[src/rtl/btn_bank_debouncer_if.sv]
// btn_bank_debouncer_if: raw button pins in, debounced levels and single-cycle events out
interface btn_bank_debouncer_if #(parameter int NUM_BTNS = 4);
  logic [NUM_BTNS-1:0] noisyIn;
  logic [NUM_BTNS-1:0] debounced;
  logic [NUM_BTNS-1:0] pressPulse;
  logic [NUM_BTNS-1:0] releasePulse;
  logic [NUM_BTNS-1:0] longPress;
  logic [NUM_BTNS-1:0] repeatPulse;
  modport master (output noisyIn, input debounced, pressPulse, releasePulse, longPress, repeatPulse);
  modport slave (input noisyIn, output debounced, pressPulse, releasePulse, longPress, repeatPulse);
endinterface

[src/rtl/btn_bank_debouncer_channel.sv]
// btn_channel: one button's synchroniser, integrating debounce, press/hold FSM and event pulses
module btn_channel #(
  parameter int DEBOUNCE_CYCLES = 1,
  parameter int LONGPRESS_MS = 1,
  parameter int REPEAT_MS = 0,
  parameter int DW = 1,
  parameter int MW = 1,
  parameter int RW = 1,
  parameter logic IDLE_STATE = 1'b1
) (
  input logic clk,
  input logic reset,
  input logic tick,
  input logic noisyIn,
  output logic debounced,
  output logic pressPulse,
  output logic releasePulse,
  output logic longPress,
  output logic repeatPulse
);
  typedef enum logic [1:0] {RELEASED, PRESSED, HELD} chState_t;
  chState_t state, stateNext;
  logic sync1, sync2, s, accept;
  logic pressNext, releaseNext, repeatNext;
  logic [DW-1:0] stabCnt, stabNext;
  logic [MW-1:0] msCnt, msNext;
  logic [RW-1:0] repCnt, repNext;
  assign s = sync2 ^ IDLE_STATE;
  assign debounced = state != RELEASED;
  assign longPress = state == HELD;
  // next-state: a debounce accept always wins, so release suppresses any coincident repeat
  always_comb begin
    accept = (s != debounced) && (stabCnt == DW'(DEBOUNCE_CYCLES - 1));
    stabNext = (s == debounced || accept) ? '0 : stabCnt + 1'b1;
    stateNext = state;
    msNext = msCnt;
    repNext = repCnt;
    pressNext = 1'b0;
    releaseNext = 1'b0;
    repeatNext = 1'b0;
    if (accept && state == RELEASED) begin
      stateNext = PRESSED;
      msNext = '0;
      pressNext = 1'b1;
    end else if (accept) begin
      stateNext = RELEASED;
      releaseNext = 1'b1;
    end else if (tick && state == PRESSED) begin
      msNext = msCnt + 1'b1;
      if (msCnt == MW'(LONGPRESS_MS - 1)) begin
        stateNext = HELD;
        repNext = '0;
        repeatNext = REPEAT_MS != 0;
      end
    end else if (tick && state == HELD) begin
      repNext = (repCnt == RW'(REPEAT_MS - 1)) ? '0 : repCnt + 1'b1;
      repeatNext = (REPEAT_MS != 0) && (repCnt == RW'(REPEAT_MS - 1));
    end
  end
  // registers: two-flop synchroniser, counters, FSM state and registered pulses
  always_ff @(posedge clk) begin
    if (reset) begin
      sync1 <= IDLE_STATE;
      sync2 <= IDLE_STATE;
      state <= RELEASED;
      stabCnt <= '0;
      msCnt <= '0;
      repCnt <= '0;
      pressPulse <= 1'b0;
      releasePulse <= 1'b0;
      repeatPulse <= 1'b0;
    end else begin
      sync1 <= noisyIn;
      sync2 <= sync1;
      state <= stateNext;
      stabCnt <= stabNext;
      msCnt <= msNext;
      repCnt <= repNext;
      pressPulse <= pressNext;
      releasePulse <= releaseNext;
      repeatPulse <= repeatNext;
    end
  end
endmodule

[src/rtl/btn_bank_debouncer.sv]
// btn_bank_debouncer: shared millisecond prescaler feeding NUM_BTNS independent debounce channels
module btn_bank_debouncer #(
  parameter int NUM_BTNS = 4,
  parameter int CLKIN_FREQ = 27_000_000,
  parameter real DEBOUNCE_PERIOD = 1e-3,
  parameter int LONGPRESS_MS = 500,
  parameter int REPEAT_MS = 100,
  parameter logic IDLE_STATE = 1'b1
) (
  input logic clk,
  input logic reset,
  btn_bank_debouncer_if.slave bus
);
  localparam int DEB_RAW = $rtoi(real'(CLKIN_FREQ) * DEBOUNCE_PERIOD + 0.5);
  localparam int DEBOUNCE_CYCLES = DEB_RAW < 1 ? 1 : DEB_RAW;
  localparam int TICK_CYCLES = CLKIN_FREQ / 1000 < 1 ? 1 : CLKIN_FREQ / 1000;
  localparam int LP_MS = LONGPRESS_MS < 1 ? 1 : LONGPRESS_MS;
  localparam int TW = $clog2(TICK_CYCLES < 2 ? 2 : TICK_CYCLES);
  localparam int DW = $clog2(DEBOUNCE_CYCLES < 2 ? 2 : DEBOUNCE_CYCLES);
  localparam int MW = $clog2(LP_MS < 2 ? 2 : LP_MS);
  localparam int RW = $clog2(REPEAT_MS < 2 ? 2 : REPEAT_MS);
  logic [TW-1:0] preCnt;
  logic tick;
  logic [NUM_BTNS-1:0] debV, pressV, releaseV, longV, repeatV;
  assign tick = preCnt == TW'(TICK_CYCLES - 1);
  assign bus.debounced = debV;
  assign bus.pressPulse = pressV;
  assign bus.releasePulse = releaseV;
  assign bus.longPress = longV;
  assign bus.repeatPulse = repeatV;
  // free-running prescaler; tick marks the last cycle of each millisecond
  always_ff @(posedge clk) begin
    if (reset) preCnt <= '0;
    else preCnt <= tick ? '0 : preCnt + 1'b1;
  end
  for (genvar i = 0; i < NUM_BTNS; i++) begin : gCh
    btn_channel #(
      .DEBOUNCE_CYCLES(DEBOUNCE_CYCLES),
      .LONGPRESS_MS(LP_MS),
      .REPEAT_MS(REPEAT_MS),
      .DW(DW),
      .MW(MW),
      .RW(RW),
      .IDLE_STATE(IDLE_STATE)
    ) uCh (
      .clk(clk),
      .reset(reset),
      .tick(tick),
      .noisyIn(bus.noisyIn[i]),
      .debounced(debV[i]),
      .pressPulse(pressV[i]),
      .releasePulse(releaseV[i]),
      .longPress(longV[i]),
      .repeatPulse(repeatV[i])
    );
  end
endmodule

[src/flat_wrapper.sv]
// flat-port wrapper written by rule: the top's interface ports become plain ports
module btn_bank_debouncer_flat 
#(
  parameter int NUM_BTNS = 4,
  parameter int CLKIN_FREQ = 27_000_000,
  parameter real DEBOUNCE_PERIOD = 1e-3,
  parameter int LONGPRESS_MS = 500,
  parameter int REPEAT_MS = 100,
  parameter logic IDLE_STATE = 1'b1
)
  (clk, reset, bus_noisyIn, bus_debounced, bus_pressPulse, bus_releasePulse, bus_longPress, bus_repeatPulse);
  btn_bank_debouncer_if #(.NUM_BTNS(NUM_BTNS)) bus_i ();
  input logic clk;
  input logic reset;
  input wire logic [$bits(bus_i.noisyIn)-1:0] bus_noisyIn;
  output wire logic [$bits(bus_i.debounced)-1:0] bus_debounced;
  output wire logic [$bits(bus_i.pressPulse)-1:0] bus_pressPulse;
  output wire logic [$bits(bus_i.releasePulse)-1:0] bus_releasePulse;
  output wire logic [$bits(bus_i.longPress)-1:0] bus_longPress;
  output wire logic [$bits(bus_i.repeatPulse)-1:0] bus_repeatPulse;
  assign bus_i.noisyIn = bus_noisyIn;
  assign bus_debounced = bus_i.debounced;
  assign bus_pressPulse = bus_i.pressPulse;
  assign bus_releasePulse = bus_i.releasePulse;
  assign bus_longPress = bus_i.longPress;
  assign bus_repeatPulse = bus_i.repeatPulse;
  btn_bank_debouncer #(.NUM_BTNS(NUM_BTNS), .CLKIN_FREQ(CLKIN_FREQ), .DEBOUNCE_PERIOD(DEBOUNCE_PERIOD), .LONGPRESS_MS(LONGPRESS_MS), .REPEAT_MS(REPEAT_MS), .IDLE_STATE(IDLE_STATE)) u_core (.clk(clk), .reset(reset), .bus(bus_i));
endmodule
[config.mk]
export PLATFORM = sky130hd
export DESIGN_NAME = btn_bank_debouncer_flat
export DESIGN_NICKNAME = d
export VERILOG_FILES = /design/src/rtl/btn_bank_debouncer_if.sv /design/src/rtl/btn_bank_debouncer_channel.sv /design/src/rtl/btn_bank_debouncer.sv /design/src/flat_wrapper.sv
export SDC_FILE = /design/constraint.sdc
export NUM_CORES = 1
export LEC_CHECK = 0
export CAP_MARGIN = 5
export CORE_ASPECT_RATIO = 0.5
export CORE_MARGIN = 4
export CORE_UTILIZATION = 40
export CTS_CLUSTER_DIAMETER = 120
export CTS_CLUSTER_SIZE = 16
export DETAILED_ROUTE_END_ITERATION = 7
export DONT_BUFFER_PORTS = 1
export PLACE_DENSITY = 0.55
export SYNTH_ARGS = -nofsm -noshare
export SYNTH_HDL_FRONTEND = slang
export SYNTH_SLANG_ARGS = --single-unit
[constraint.sdc]
create_clock -name clk -period 2.4 [get_ports clk]
set_input_delay 0.48 -clock clk [delete_from_list [all_inputs] [get_ports clk]]
set_output_delay 0.48 -clock clk [all_outputs]
set_load 0.1 [all_outputs]
==> metrics <==
most frequent cells in the layout=dfxtp_1 (165), nor2_1 (121), nand2_1 (60); Gate Count Post-Synth=897; status=complete, no violations; Comb pwr share=under 10%; drt total wl=roughly 17 mm; I/O Buffers=0; pin count of the biggest net entering global routing=52; CTS max path bufs=2; number of synthesized register bits=167; standard-cell row count=35; Hold Path Class=primary input to register; Synth area leaders=dfxtp_1 (43%), nor2_1 (5.8%), xor2_1 (4.6%), xnor2_1 (4.0%), nand3_1 (2.9%); Avg Vias per Cell=5.33; GR Overflow Total=0; pre-CTS setup slack=-0.102 ns; setup fix buffers added after clock tree synthesis=0; fin crit period=2.33 ns; final setup margin=0.0704 ns; multi-input logic area=0.00430 sq mm; Syn-to-layout area delta=15.4%; Cells after DPL=approximately 1.2k; Cell variety after synth=58; register area share after synthesis=42.5%; max cap viols=0; DR vias=6409; vias in the first global route=5996; Yosys top cell area share=42.5%; first-pass GRT wire length=28.6 mm; Pwr Density=622 mW/mm^2; Clock power frac=about half; Core Box Area=about 0.019 sq mm; clk_skew=0.0108 ns; Max-slew headroom=52.6%; H-tree lvl count=4; CP max FO=7; RSZ-0062 raised after global routing=no; Max Slew Vio Count=0; DRC viols=0; TritonCTS Buffers=17; nets=around 950; antenna violations before repair=0; commonest non-fill, non-tap cell in the layout=dfxtp_1; Storage cell area=0.00335 sq mm; CTS tree=done; clock slew at reported path FFs=0.07 ns; Mapped Area=0.00787 sq mm; Initial Utilization=a little over two fifths; Routed Antenna Nets=0; Crit Path Class=register to register; Switching Fraction=between 20 and 25%; Syn. warnings=0; Internal=4370 uW; Worst Tran Pin Value=0.707 ns; post-route cell area=0.00908 sq mm; Hold Worst Slack=0.129 ns; Skew-Pair Late Insertion Delay=0.43 ns; Post-synth top flop=dfxtp_1; Die Width=206 um; crit end category=register; clock sink count=167; num ports=26; Synth area leader=dfxtp_1; share of post-route cells with drive strength above 1=~14%; detailed router's first-iteration violation count=around 400; Max VDD drop=roughly 0.00043 V; CTS hold repair buffers=0; FFs w/ async S/R, synth=0%; syn_area_per_cell=8.77 sq um; fin cells=1202; Leak Pwr=0.00306 uW; Die Ht=~110 um; Final HPWL DP=11.3 mm; Pre-Repair DR Iteration Count=4; CP required=2.71 ns; switching power=1270 uW; WL per Instance=13.9 um; die footprint=0.0221 sq mm; fmax=429 MHz; Tcrit/Tclk final=a little over nine tenths; GRT Util Overall=15.6%; GPL Wtd Cong=0.780; Final Util=48.2%; Seq pwr share=49.4%; crit start category=register; n_diodes=0; placed cell area=0.00839 sq mm; CTS root buffer=clkbuf_16; Worst EP arrival=about 2.6 ns; synthesized net count=a little over 900; # fillers=approximately 1.8k; Hold Violations, Final=0; final setup violation count=0; Post-synth EDFFs=0
[final timing paths]
kind | from | endpoint | slack [ns] | depth (start not counted)
hold reg to reg | u_core.gCh[2].uCh.sync1$_SDFF_PP1_ | u_core.gCh[2].uCh.sync2$_SDFF_PP1_ | 0.41 | 1
hold / removal | reset | u_core.gCh[3].uCh.pressPulse$_SDFF_PP0_ | 0.13 | 1
setup / recovery | u_core.gCh[2].uCh.stabCnt[0]$_SDFF_PP0_ | u_core.gCh[2].uCh.repCnt[6]$_SDFFE_PP0P_ | 0.07 | 6
setup reg to reg | u_core.gCh[2].uCh.stabCnt[0]$_SDFF_PP0_ | u_core.gCh[2].uCh.repCnt[6]$_SDFFE_PP0P_ | 0.07 | 6
[kinds of logic (layout without fill, tap and decap cells)]
| group | after synthesis | count (layout) | share of synthesized area (%) |
|---|---|---|---|
| mux | 5 | 5 | 0.636 |
| xor+xnor | 77 | 77 | 8.57 |
| fa+ha+maj | 13 | 13 | 2.07 |
| simple gates | 416 | 416 | 28.6 |
| buf+inv | 64 | 109 | 4.20 |
| compound gates | 155 | 156 | 13.4 |
| flops | 167 | 167 | 42.5 |
[area by class of cell]
type,count,area share [%]
sequential,167,36.9
clock buffer,18,4.73
timing repair buffer,55,4.82
inverter,22,0.909
multi-input combinational,667,47.3
tap,259,3.57
clock inverter,14,1.80
[through the flow]
step	TNS (ns)	total power, uW
3_3_place_gp	-0.0580	2920
2_1_floorplan	0	2910
6_report	0	5650
4_1_cts	0	5730
5_1_grt	0	5850
3_5_place_dp	-0.399	2920
[worst max-delay path, stage by stage (launching register included)]
cell and delay (ns):
dfxtp_4 0.38, ha_4 0.15, or4b_1 0.46, or4_4 0.64, or2_2 0.34, nand3_2 0.14
o32ai_1 0.11
[sequential cells by signal (all words and copies together), names as in the netlist]
signal,flops
u_core.gCh.uCh.stabCnt,60
u_core.gCh.uCh.msCnt,36
u_core.gCh.uCh.repCnt,28
u_core.preCnt,15
u_core.gCh.uCh.state,8
u_core.gCh.uCh.pressPulse,4
u_core.gCh.uCh.releasePulse,4
u_core.gCh.uCh.repeatPulse,4
u_core.gCh.uCh.sync1,4
u_core.gCh.uCh.sync2,4
[synthesized netlist by cell type, types with 21 or more instances]
cell        n
and3_1     28
inv_1      21
xor2_1     41
o21ai_0    27
a211oi_1   24
nor2_1    121
xnor2_1    36
buf_4      21
dfxtp_1   167
nand2_1    60
nand3_1    46
a21oi_1    43
nand4_1    24
[power by group through the flow]
stage               clock network (uW)  registers [uW]  logic (uW)
finish                            2790            2790        72.3
global route                      2980            2790        80.4
CTS                               2870            2790        71.4
detailed placement                   0            2850        70.9
global placement                     0            2850        69.3
floorplan                            0            2850        57.7
[per-layer routing]
metal	part of all wire [%]	vias to the layer above	GRT usage [%]	wire length [um]
met5	0	-	0	0
met3	2.6	17	3.66	437
met2	44	54	24.1	7330
li1	-	3306	-	-
met1	52	3032	21.7	8720
met4	1.1	0	4.36	189
[what timing repair did]
item	CTS	global route
resized for setup	1	14
setup endpoints to repair	6	21
gates cloned	0	1
pin swaps	0	2
No activity file was read; power rests on OpenSTA's default activity.
